===== config.mk =====
export PLATFORM = sky130hd
export DESIGN_NAME = iomem_watchdog
export DESIGN_NICKNAME = d
export VERILOG_FILES = /design/src/rtl/iomem_watchdog.sv
export SDC_FILE = /design/constraint.sdc
export NUM_CORES = 1
export LEC_CHECK = 0
export BUFFER_PORTS_ARGS = -buffer_cell sky130_fd_sc_hd__buf_2
export CAP_MARGIN = 15
export CORE_MARGIN = 4
export CORE_UTILIZATION = 52
export DETAILED_ROUTE_END_ITERATION = 10
export GPL_TIMING_DRIVEN = 0
export MAX_ROUTING_LAYER = met4
export PLACE_DENSITY_LB_ADDON = 0.15
export SYNTH_ARGS = -nofsm -noshare
export SYNTH_HDL_FRONTEND = slang
export SYNTH_SLANG_ARGS = --single-unit

===== constraint.sdc =====
create_clock -name clk -period 1.6 [get_ports clk]
set_clock_uncertainty 0.2 [all_clocks]
set_input_delay 0.32 -clock clk [delete_from_list [all_inputs] [get_ports clk]]
set_output_delay 0.32 -clock clk [all_outputs]
set_load 0.02 [all_outputs]

===== src/rtl/iomem_watchdog.sv =====
// ---------------------------------------------------------------------------
// iomem_watchdog
// Counts bus cycles a word has waited for iomem_ready and flags the cycle in
// which the wait budget runs out. Only instantiated when the initiator is
// built with IOMEM_INITIATOR_TIMEOUT_EN.
// Ports:
//   clk, resetn : clock, asynchronous active-low reset
//   active      : initiator is in BUS (counter is cleared otherwise)
//   ready       : iomem_ready from the peripheral mux
//   expired     : this BUS cycle is the last allowed one and ready is low
// Parameter:
//   TIMEOUT_CYCLES : BUS cycles allowed per word (2..65535)
// ---------------------------------------------------------------------------
module iomem_watchdog #(
    parameter int unsigned TIMEOUT_CYCLES = 1024
) (
    input  logic clk,
    input  logic resetn,
    input  logic active,
    input  logic ready,
    output logic expired
);

    // wait_count holds the number of BUS cycles already spent without ready,
    // so the Nth BUS cycle sees N-1 and is the terminal one.
    localparam logic [15:0] TERMINAL = 16'(TIMEOUT_CYCLES - 1);

    logic [15:0] wait_count;

    always_ff @(posedge clk or negedge resetn) begin
        if (!resetn) begin
            wait_count <= 16'd0;
        end else if (!active) begin
            wait_count <= 16'd0;
        end else if (!ready) begin
            wait_count <= wait_count + 16'd1;
        end
    end

    // Ready in the terminal cycle completes the word normally.
    assign expired = active && !ready && (wait_count == TERMINAL);

endmodule


; ---- Word-level counts from Yosys, hierarchy flattened
; Index checks and enable logic that the tools add are counted.
[op_classes]
add_sub_neg = 1
reduce_logical = 3
n_mux = 2
eq_ne = 2
[ops]
columns = cell, n
row1 = $mux W16, 2
row2 = $add A16 B1 Y16 const B, 1
row3 = $eq A16 B10 Y1 const B, 1
row4 = $logic_and A1 B1 Y1, 2
row5 = $ne A2 B2 Y1 const B, 1
row6 = $logic_not A1 Y1, 1
[word_totals]
reg_bits = 16
word_cells = 9

; ---- Logic depth before layout (Yosys ltp)
; Gate-level depths: netlist of run 1.
[logic_depth]
depth_word = 3
mapped_depth = 5
mapped_depth_nobuf = 5

; ---- Least setup slack after synthesis of run 1
; No wires, ideal clock.
[synth_path]
path_type = register to output
from = register wait_count[0]
to = output expired
n_path_buf = 0
stages_incl_launch_ff = 5
t_arrival_ps = 1217
slack_ps = -137
cell_sequence = dfrtp_1 -> ha_1 -> nand2_1 -> nor3_2 -> and4_1
[synth_between]
elab_chain_len = 2
[synth_rtl]
columns = element, line_no
row1 = from (decl), 28  ; logic [15:0] wait_count;
row2 = from (signal assigned), 36  ; wait_count <= wait_count + 16'd1;
row3 = $eq A16 B10 Y1, 41  ; assign expired = active && !ready && (wait_count == TERMINAL);
row4 = $logic_and A1 B1 Y1, 41
row5 = to (decl), 21  ; output logic expired
; Every way passes these cells.

; ---- Worst setup path after layout of run 1
[layout_path]
from = register wait_count[1]
to = output expired
; Same word-level chain as after synthesis.

==> run_results.csv, run 1 <==
group,metric,value,unit
route,drc,0,
cts,cts_htree_levels,1,
layout,layout_commonest_cell,"buf_4",
yosys,yosysTopAreaCell,"dfrtp_1",
worst_setup_path,cp.arrival,1470,ps
cts,cts_tree,"done",
layout,top_register,"wait_count",
yosys,synth_area,921,um2
yosys,syn-num-nets,89,
floorplan,core-area,0.00159,mm2
outcome,violations,"setup timing",
place,hpwl,1.11,mm
worst_setup_path,worstSetupStartpoint,"wait_count[1]$_DFFE_PN0P_",
worst_setup_path,setup.worst_path.end,"expired",
place,numPortBuffers,4,
worst_setup_path,path_cells,"ha_4, nand2_4, nor3_4, and4_4, buf_6",
sta,maxSlewViolCount,0,
worst_setup_path,cp.depth,5,
layout,layout_common_cells,"buf_4 (14), dfrtp_1 (13), and2_1 (12)",
layout,layout.area.seq,404,um2
worst_setup_path,crit_buf_inv,1,
power,power.total,755,uW
power,peakVddDrop,0.000481,V
power,powerDensity,590,mW/mm2
yosys,synth_seq_cells,16,
sta,min_period_over_period,1.25,
cts,clkTransAtPathRegs,100,ps
floorplan,rows,14,
global_routing,grt_pass1_wl,3.15,mm
worst_hold_path,worstHoldPathType,"in2reg",
yosys,ys_types,26,
sta,period_needed,1990,ps
sta,rsz0062_at_grt,"true",
sta,worst_slew_pin_slew,374,ps
layout,multi_input_area,572,um2
sta,relSlewSlack,0.751,
layout,drive_above_1_share,0.402,
layout,fin_nets,118,
route,num_vias,692,
cts,clk_latency,290,ps
floorplan,io_pins,5,
floorplan,die_height,50.1,um
yosys,synth_top_area_share,0.435,
route,antenna_left,0,
worst_setup_path,crit_family,"simple AND/OR/NAND/NOR gates",
floorplan,dieArea,0.00251,mm2
yosys,netlist_top_cells_area,"dfrtp_1 (43%), and2_1 (8.2%), xor2_1 (6.7%)",
route,vias_per_cell,5.09,
yosys,syn_area_per_cell,11.0,um2
yosys,ys_seq_area_frac,0.435,
worst_setup_path,reg2reg_depth,6,
power,leakage,0.000715,uW
worst_setup_path,cp_slowest_cell,"dfrtp_2",
worst_setup_path,ff2ff_setup_slack,-140,ps
worst_setup_path,startpoint_type,"register",
sta,fmax,501,MHz
cts,ctsRootBufferMaster,"clkbuf_4",
cts,cts_buffer_depth,2,
worst_setup_path,cp_max_fo,3,
floorplan,die_w,50.1,um
route,drt_pass1_iterations,4,
worst_setup_path,reg2reg_to,"wait_count[13]$_DFFE_PN0P_",
layout,antenna_cells,0,
worst_setup_path,crit_type,"reg2out",
layout,top_regs,"wait_count x16",
yosys,yosysWarningCount,0,
sta,setup_viol,6,
sta,fin_ws,-394,ps
outcome,outcome,"finished with violations",
layout,fillCellCount,93,
global_routing,gr-total-overflow,0,
cts,cts_sinks,16,
global_routing,antenna_found_initial,0,
layout,largest_reg_flops,16,
global_routing,grt_pass1_vias,699,
worst_setup_path,cp.required,1080,ps
route,wl_per_cell,15.0,um
worst_setup_path,critical_path.max_stage_delay,410,ps
global_routing,grt_use_total,0.167,
place,dp_cells,112,
worst_setup_path,end_kind,"output port",
route,wirelength,2.04,mm
cts,cts_made_buffers,3,
global_routing,grt_max_degree,17,
layout,instances_no_fill,136,
place,gp_congestion,0.742,
sta,final_hold_viol_count,0,
worst_setup_path,reg2reg_from,"wait_count[1]$_DFFE_PN0P_",
floorplan,start_util,0.578,
yosys,syn_inst,84,
route,drt_iter0_drc,9,
layout,area_growth,39.0,%
job,drv_cap,0,
==> worst min-delay path by stage <==
stage	from	cells after the start	end
3_5_place_dp	resetn	1	wait_count[4]$_DFFE_PN0P_
4_1_cts	active	2	wait_count[1]$_DFFE_PN0P_
3_3_place_gp	resetn	1	wait_count[9]$_DFFE_PN0P_
2_1_floorplan	resetn	0	wait_count[0]$_DFFE_PN0P_
6_report	active	3	wait_count[14]$_DFFE_PN0P_
5_1_grt	active	2	wait_count[5]$_DFFE_PN0P_
==> cells by family (layout without fill, tap and decap cells) <==
family	Yosys count	after routing	synth area share
flip-flops	16	16	0.435
buffers and inverters	3	31	0.0204
AO/OA/AOI/OAI	4	4	0.0272
XOR/XNOR	12	12	0.114
multiplexers	2	2	0.0217
adder cells (fa/ha/maj)	1	1	0.0136
AND/OR/NAND/NOR	46	46	0.368
==> synthesized netlist by cell type (all sizes together) <==
cell,n
nor3,3
dfrtp,16
and2,12
nor2,3
nand2b,2
o21ai,2
a21boi,2
or3,2
xnor2,5
nand4,4
buf,1
xor2,7
nor4,5
clkbuf,1
nand4b,1
and4,1
nand3,4
nand2,7
inv,1
nor2b,1
mux2i,2
ha,1
and2b,1
==> final cells by class <==
cell class / instances / share of cell area
plain buffers: 2 / 0.0147
well taps: 24 / 0.0235
multi-input cells: 65 / 0.447
repair buffers: 24 / 0.168
inverters: 1 / 0.00293
clock buffers: 4 / 0.0283
flip-flops and latches: 16 / 0.316
==> power breakdown <==
| part | switching [uW] | total (uW) | internal [uW] |
|---|---|---|---|
| Sequential | 5.84 | 416 | 410 |
| Clock | 136 | 274 | 139 |
| Combinational | 33.7 | 64.9 | 31.2 |
| Total | 175 | 755 | 580 |
==> routing by layer <==
layer | wire length, um | vias to the layer above | GRT usage
met5 | 0 | - | -
met4 | 28 | 0 | 0.0645
met3 | 63 | 4 | 0.0301
met2 | 1000 | 14 | 0.265
met1 | 946 | 325 | 0.211
li1 | - | 349 | -
==> what timing repair did <==
item                                    4_1_cts  5_1_grt
resized for setup                             9       14
hold buffers                                  1        0
cloned                                        0        1
setup buffers                                 9       10
pin swaps                                     5       14
endpoints found under the setup margin        6       11
hold endpoints to repair                     16        0
==> per-stage QoR <==
stage	setup WS, ps	cell area [um2]	utilization	TNS, ps	hold WS (ps)
after floorplan	-99.2	923	-	-99.2	-176
after global placement	-368	973	0.611	-589	51.8
after detailed placement	-371	973	0.611	-700	55.3
after CTS	-423	1110	0.698	-489	144
after global routing	-466	1280	0.803	-1400	155
final	-394	1280	0.803	-828	147
==> worst min-delay path: cells and delay by family <==
kind          cells  cell delay [ps]
buf+inv           1              150
simple gates      1               80
mux               1               60
Note: power is estimated with default switching activity, not from simulation.
==> run 2, diff against run 1 <==
--- a/config.mk
+++ b/config.mk
@@ -5,6 +5,7 @@
 export SDC_FILE = /design/constraint.sdc
 export NUM_CORES = 1
 export LEC_CHECK = 0
+export ABC_AREA = 1
 export BUFFER_PORTS_ARGS = -buffer_cell sky130_fd_sc_hd__buf_2
 export CAP_MARGIN = 15
 export CORE_MARGIN = 4
==> run_results.csv, run 2 <==
group,metric,value,unit
outcome,outcome,"finished with violations",
outcome,violations,"setup timing",
global_routing,grt_pass1_vias,799,
place,dp_slack,-114,ps
layout,instances_no_fill,162,
layout,layout.area.seq,400,um2
worst_hold_path,worstHoldPathType,"in2reg",
yosys,synthFlopType,"dfrtp_1",
place,dpl-instance-area,956,um2
yosys,netlist_top_cells_area,"dfrtp_1 (44%), nand2_1 (14%), nor2_1 (12%)",
yosys,synth_top_area_share,0.438,
place,numPortBuffers,4,
global_routing,grt_use_total,0.192,
worst_setup_path,crit_type,"reg2out",
cts,cts_made_buffers,3,
cts,cts_sinks,16,
worst_setup_path,cp.arrival,1350,ps
sta,period_needed,1870,ps
yosys,syn_inst,133,
floorplan,die_w,49.9,um
route,vias_per_cell,5.38,
yosys,synth_seq_cells,16,
worst_setup_path,cp_max_fo,4,
floorplan,die_height,49.9,um
global_routing,grt_pass1_wl,3.51,mm
worst_setup_path,critical_path.max_stage_delay,420,ps
worst_setup_path,reg2reg_from,"wait_count[0]$_DFFE_PN0P_",
cts,ctsRootBufferMaster,"clkbuf_4",
layout,antenna_cells,0,
layout,top_regs,"wait_count x16",
layout,area_growth,19.7,%
cts,cts_htree_levels,1,
worst_setup_path,crit_buf_inv,1,
route,wirelength,2.11,mm
place,gp_congestion,0.833,
route,drc,0,
floorplan,rows,14,
global_routing,antenna_found_initial,0,
worst_setup_path,cp.required,1080,ps
global_routing,use_met1,0.225,
sta,relSlewSlack,0.753,
cts,cts_tree,"done",
sta,maxSlewViolCount,0,
cts,cts_buffer_depth,2,
floorplan,start_util,0.579,
route,drt_iter0_drc,23,
worst_setup_path,crit_family,"simple AND/OR/NAND/NOR gates",
layout,fillCellCount,130,
global_routing,grt_max_degree,17,
sta,final_hold_viol_count,0,
layout,drive_above_1_share,0.192,
layout,post-route-util,0.694,
cts,clkTransAtPathRegs,100,ps
yosys,yosysTopAreaCell,"dfrtp_1",
yosys,synth_area,913,um2
floorplan,dieArea,0.00249,mm2
layout,fin_area,0.00109,mm2
layout,layout_common_cells,"nand2_1 (33), nor2_1 (26), dfrtp_1 (16)",
floorplan,core-area,0.00158,mm2
power,peakVddDrop,0.000444,V
yosys,synth_most_common_cell,"nand2_1",
layout,fin_nets,153,
yosys,ys_types,18,
yosys,synth-edff-count,0,
sta,fmax,536,MHz
worst_hold_path,worstHoldStart,"active",
sta,min_period_over_period,1.17,
power,powerDensity,625,mW/mm2
worst_setup_path,reg2reg_depth,7,
global_routing,gr-total-overflow,0,
place,hpwl,1.38,mm
worst_setup_path,cp.depth,4,
worst_setup_path,path_cells,"nor4_2, nand3_2, nor2_2, buf_6",
yosys,yosysWarningCount,0,
worst_setup_path,startpoint_type,"register",
sta,setup_viol,1,
place,dp_cells,153,
yosys,syn-num-nets,138,
layout,largest_reg_flops,16,
job,drv_cap,0,
yosys,syn_area_per_cell,6.87,um2
yosys,ys_seq_area_frac,0.438,
global_routing,met2_usage,0.311,
layout,top_register,"wait_count",
worst_setup_path,worstSetupStartpoint,"wait_count[14]$_DFFE_PN0P_",
cts,clk_latency,300,ps
floorplan,io_pins,5,
layout,layout_commonest_cell,"nand2_1",
sta,worst_slew_pin_slew,370,ps
sta,rsz0062_at_grt,"true",
layout,multi_input_area,515,um2
route,drt_pass1_iterations,5,
worst_hold_path,hold_depth,3,
yosys,async_flop_share,1.00,
sta,setup_tns,-267,ps
route,antenna_left,0,
worst_setup_path,end_kind,"output port",
power,leakage,0.000498,uW
sta,fin_ws,-267,ps
route,wl_per_cell,13.0,um
yosys,ys_top_cells_by_count,"nand2_1 (35), nor2_1 (30), dfrtp_1 (16)",
route,num_vias,872,
global_routing,gr-max-usage-layer,"met2",
global_routing,use_met3,0.0663,
worst_setup_path,cp_slowest_cell,"dfrtp_1",
[run 2: cell count changes after synthesis, moves of 3 or more]
cell	before	now
nand2_1	7	35
nor2_1	3	30
inv_1	1	14
and2_1	12	0
nand3_1	4	14
a21oi_1	0	8
xor2_1	7	0
xnor2_1	5	0
nor3_2	3	0
nor4_2	3	0
[run 2: area by class of cell]
cell class	count	area share
sequential	16	0.366
inverter	15	0.0515
tap	16	0.0183
buffer	1	0.00458
multi-input combinational	101	0.471
clock buffer	3	0.0206
timing repair buffer	10	0.0675
[run 2: worst paths after layout]
| path | endpoint | slack [ps] |
|---|---|---|
| worst max-delay path | expired | -270 |
| worst min-delay path | wait_count[7]$_DFFE_PN0P_ | 100 |
| worst max register to register | wait_count[10]$_DFFE_PN0P_ | 100 |
| worst min register to register | wait_count[7]$_DFFE_PN0P_ | 350 |
| max in group asynchronous | wait_count[11]$_DFFE_PN0P_ | 670 |
| min in group asynchronous | wait_count[4]$_DFFE_PN0P_ | 250 |
[run 2: worst register-to-register path, stage by stage, from the launching register on]
cell	delay (ps)
dfrtp_1	400
ha_4	180
nand3_2	140
nor2_4	170
nand3_1	120
nand2_1	80
nand2_1	50
nor2_1	90
[run 2: logic make-up (layout without fill, tap and decap cells)]
| family | Yosys count | after routing | share of synthesized area |
|---|---|---|---|
| AOI/OAI and AO/OA | 12 | 12 | 0.0685 |
| adders and majority gates | 1 | 1 | 0.0137 |
| buffers and inverters | 16 | 29 | 0.0671 |
| and+or+nand+nor | 88 | 88 | 0.412 |
| DFF | 16 | 16 | 0.438 |
[run 2: per-layer routing]
metal	wire, um	share of wire
met5	0	0
met4	19	0.0090
met3	97	0.046
met2	1010	0.48
met1	992	0.47
[run 2: power by group]
group          leakage (uW)  internal, uW  switching, uW  total, uW
registers          0.000222           408           4.93        413
logic              0.000262          20.0           32.5       52.5
clock network     0.0000138          87.7            130        218
[run 2: timing repair]
item / 4_1_cts / 5_1_grt
endpoints found under the setup margin: 1 / 5
hold buffers: 1 / 0
gates resized for setup: 8 / 8
pin swaps: 1 / 1
buffers inserted: 3 / 2
hold endpoints to repair: 16 / 0
[run 2: through the flow]
step,hold WS [ps],total power [uW]
after floorplan,-176,440
after global placement,47.0,459
after detailed placement,53.2,460
after CTS,88.1,684
after global routing,89.9,720
final,97.3,683
==> run 3, diff against run 2 <==
--- a/config.mk
+++ b/config.mk
@@ -14,6 +14,7 @@
 export GPL_TIMING_DRIVEN = 0
 export MAX_ROUTING_LAYER = met4
 export PLACE_DENSITY_LB_ADDON = 0.15
+export RECOVER_POWER = 25
 export SYNTH_ARGS = -nofsm -noshare
 export SYNTH_HDL_FRONTEND = slang
 export SYNTH_SLANG_ARGS = --single-unit
==> run_results.csv, run 3 (synthesis results as in run 2) <==
group,metric,value,unit
outcome,outcome,"finished with violations",
outcome,violations,"setup timing",
worst_setup_path,cp_max_fo,4,
place,numPortBuffers,4,
layout,fillCellCount,131,
sta,setup_tns,-267,ps
floorplan,rows,14,
worst_hold_path,worstHoldPathType,"in2reg",
route,antenna_left,0,
worst_setup_path,cp.arrival,1350,ps
sta,rsz0062_at_grt,"true",
global_routing,antenna_found_initial,0,
sta,min_period_over_period,1.17,
route,drc,0,
floorplan,io_pins,5,
worst_setup_path,reg2reg_depth,7,
worst_setup_path,crit_type,"reg2out",
cts,clk_latency,300,ps
floorplan,die_height,49.9,um
power,powerDensity,625,mW/mm2
sta,relSlewSlack,0.408,
layout,largest_reg_flops,16,
power,leakage,0.000495,uW
route,vias_per_cell,5.38,
floorplan,dieArea,0.00249,mm2
cts,cts_buffer_depth,2,
job,drv_cap,0,
layout,drive_above_1_share,0.185,
route,num_vias,872,
floorplan,core-area,0.00158,mm2
cts,cts_tree,"done",
global_routing,grt_pass1_vias,799,
cts,cts_htree_levels,1,
cts,clkTransAtPathRegs,100,ps
global_routing,grt_max_degree,17,
sta,holdWs,96.6,ps
layout,layout_common_cells,"nand2_1 (33), nor2_1 (26), dfrtp_1 (16)",
route,drt_iter0_drc,26,
sta,fin_ws,-267,ps
layout,area_growth,19.6,%
global_routing,gr-total-overflow,0,
global_routing,grt_pass1_wl,3.51,mm
global_routing,grt_use_total,0.192,
floorplan,die_w,49.9,um
sta,period_needed,1870,ps
layout,antenna_cells,0,
place,dp_cells,153,
layout,top_register,"wait_count",
layout,fin_nets,153,
worst_setup_path,end_kind,"output port",
cts,ctsRootBufferMaster,"clkbuf_4",
cts,cts_made_buffers,3,
route,wl_per_cell,13.1,um
sta,maxSlewViolCount,0,
layout,instances_no_fill,162,
sta,setup_viol,1,
power,peakVddDrop,0.000444,V
floorplan,start_util,0.579,
cts,cts_sinks,16,
place,gp_congestion,0.833,
layout,top_regs,"wait_count x16",
worst_setup_path,cp.required,1080,ps
route,drt_pass1_iterations,5,
sta,fmax,536,MHz
worst_setup_path,startpoint_type,"register",
sta,worst_slew_pin_slew,888,ps
layout,layout_commonest_cell,"nand2_1",
worst_hold_path,hold_depth,3,
sta,final_hold_viol_count,0,
place,hpwl,1.38,mm
route,wirelength,2.12,mm
[run 3: cell types whose count changed in the layout (fill, tap and decap cells not counted)]
cell,delta
clkbuf_1,+1
buf_2,-1
[run 3: timing repair]
action,4_1_cts,5_1_grt
hold buffers,1,0
resized for setup,8,8
buffers inserted,3,2
setup endpoints to repair,1,5
endpoints found under the hold margin,16,0
pin swaps,1,1
[run 3: per-stage QoR]
step | total power [uW] | cell area [um2] | setup slack (ps) | util
after floorplan | 440 | 916 | 68.6 | -
after global placement | 459 | 956 | -118 | 0.606
after detailed placement | 460 | 956 | -114 | 0.606
after CTS | 684 | 1040 | -295 | 0.659
after global routing | 720 | 1090 | -363 | 0.693
final | 683 | 1090 | -267 | 0.693
[run 3: layout make-up]
| cell class | instances | area (um2) | area share |
|---|---|---|---|
| Inverter | 15 | 56.3 | 0.0515 |
| Tap cell | 16 | 20.0 | 0.0183 |
| Clock buffer | 3 | 22.5 | 0.0206 |
| Multi-Input combinational cell | 101 | 515 | 0.472 |
| Sequential cell | 16 | 400 | 0.367 |
| Timing Repair Buffer | 10 | 72.6 | 0.0664 |
| Buffer | 1 | 5.00 | 0.00458 |
[run 3: where the power goes]
part | switching [uW] | total (uW) | internal (uW)
clock | 130 | 218 | 87.7
sequential | 4.93 | 413 | 408
combinational | 32.5 | 52.1 | 19.6
[run 3: critical path, cell delays in order (launching register included)]
cell	delay (ps)
dfrtp_1	420
nor4_2	300
nand3_2	90
nor2_2	120
buf_6	130
[run 3: worst paths after layout]
check                                      startpoint  slack, ps                          to
setup reg to reg            wait_count[0]$_DFFE_PN0P_        100  wait_count[10]$_DFFE_PN0P_
setup / recovery           wait_count[14]$_DFFE_PN0P_       -270                     expired
max in group asynchronous                      resetn        200  wait_count[11]$_DFFE_PN0P_
hold / removal                                 active        100   wait_count[7]$_DFFE_PN0P_
min in group asynchronous                      resetn        450   wait_count[4]$_DFFE_PN0P_
hold reg to reg             wait_count[7]$_DFFE_PN0P_        350   wait_count[7]$_DFFE_PN0P_
[run 3: metal layers]
| layer | vias up | track usage | wire length [um] | part of all wire |
|---|---|---|---|---|
| met5 | - | - | 0 | 0 |
| met2 | 23 | 0.311 | 1010 | 0.47 |
| met3 | 4 | 0.0663 | 91 | 0.043 |
| li1 | 444 | - | - | - |
| met4 | 0 | 0.0599 | 19 | 0.0090 |
| met1 | 401 | 0.225 | 1000 | 0.47 |
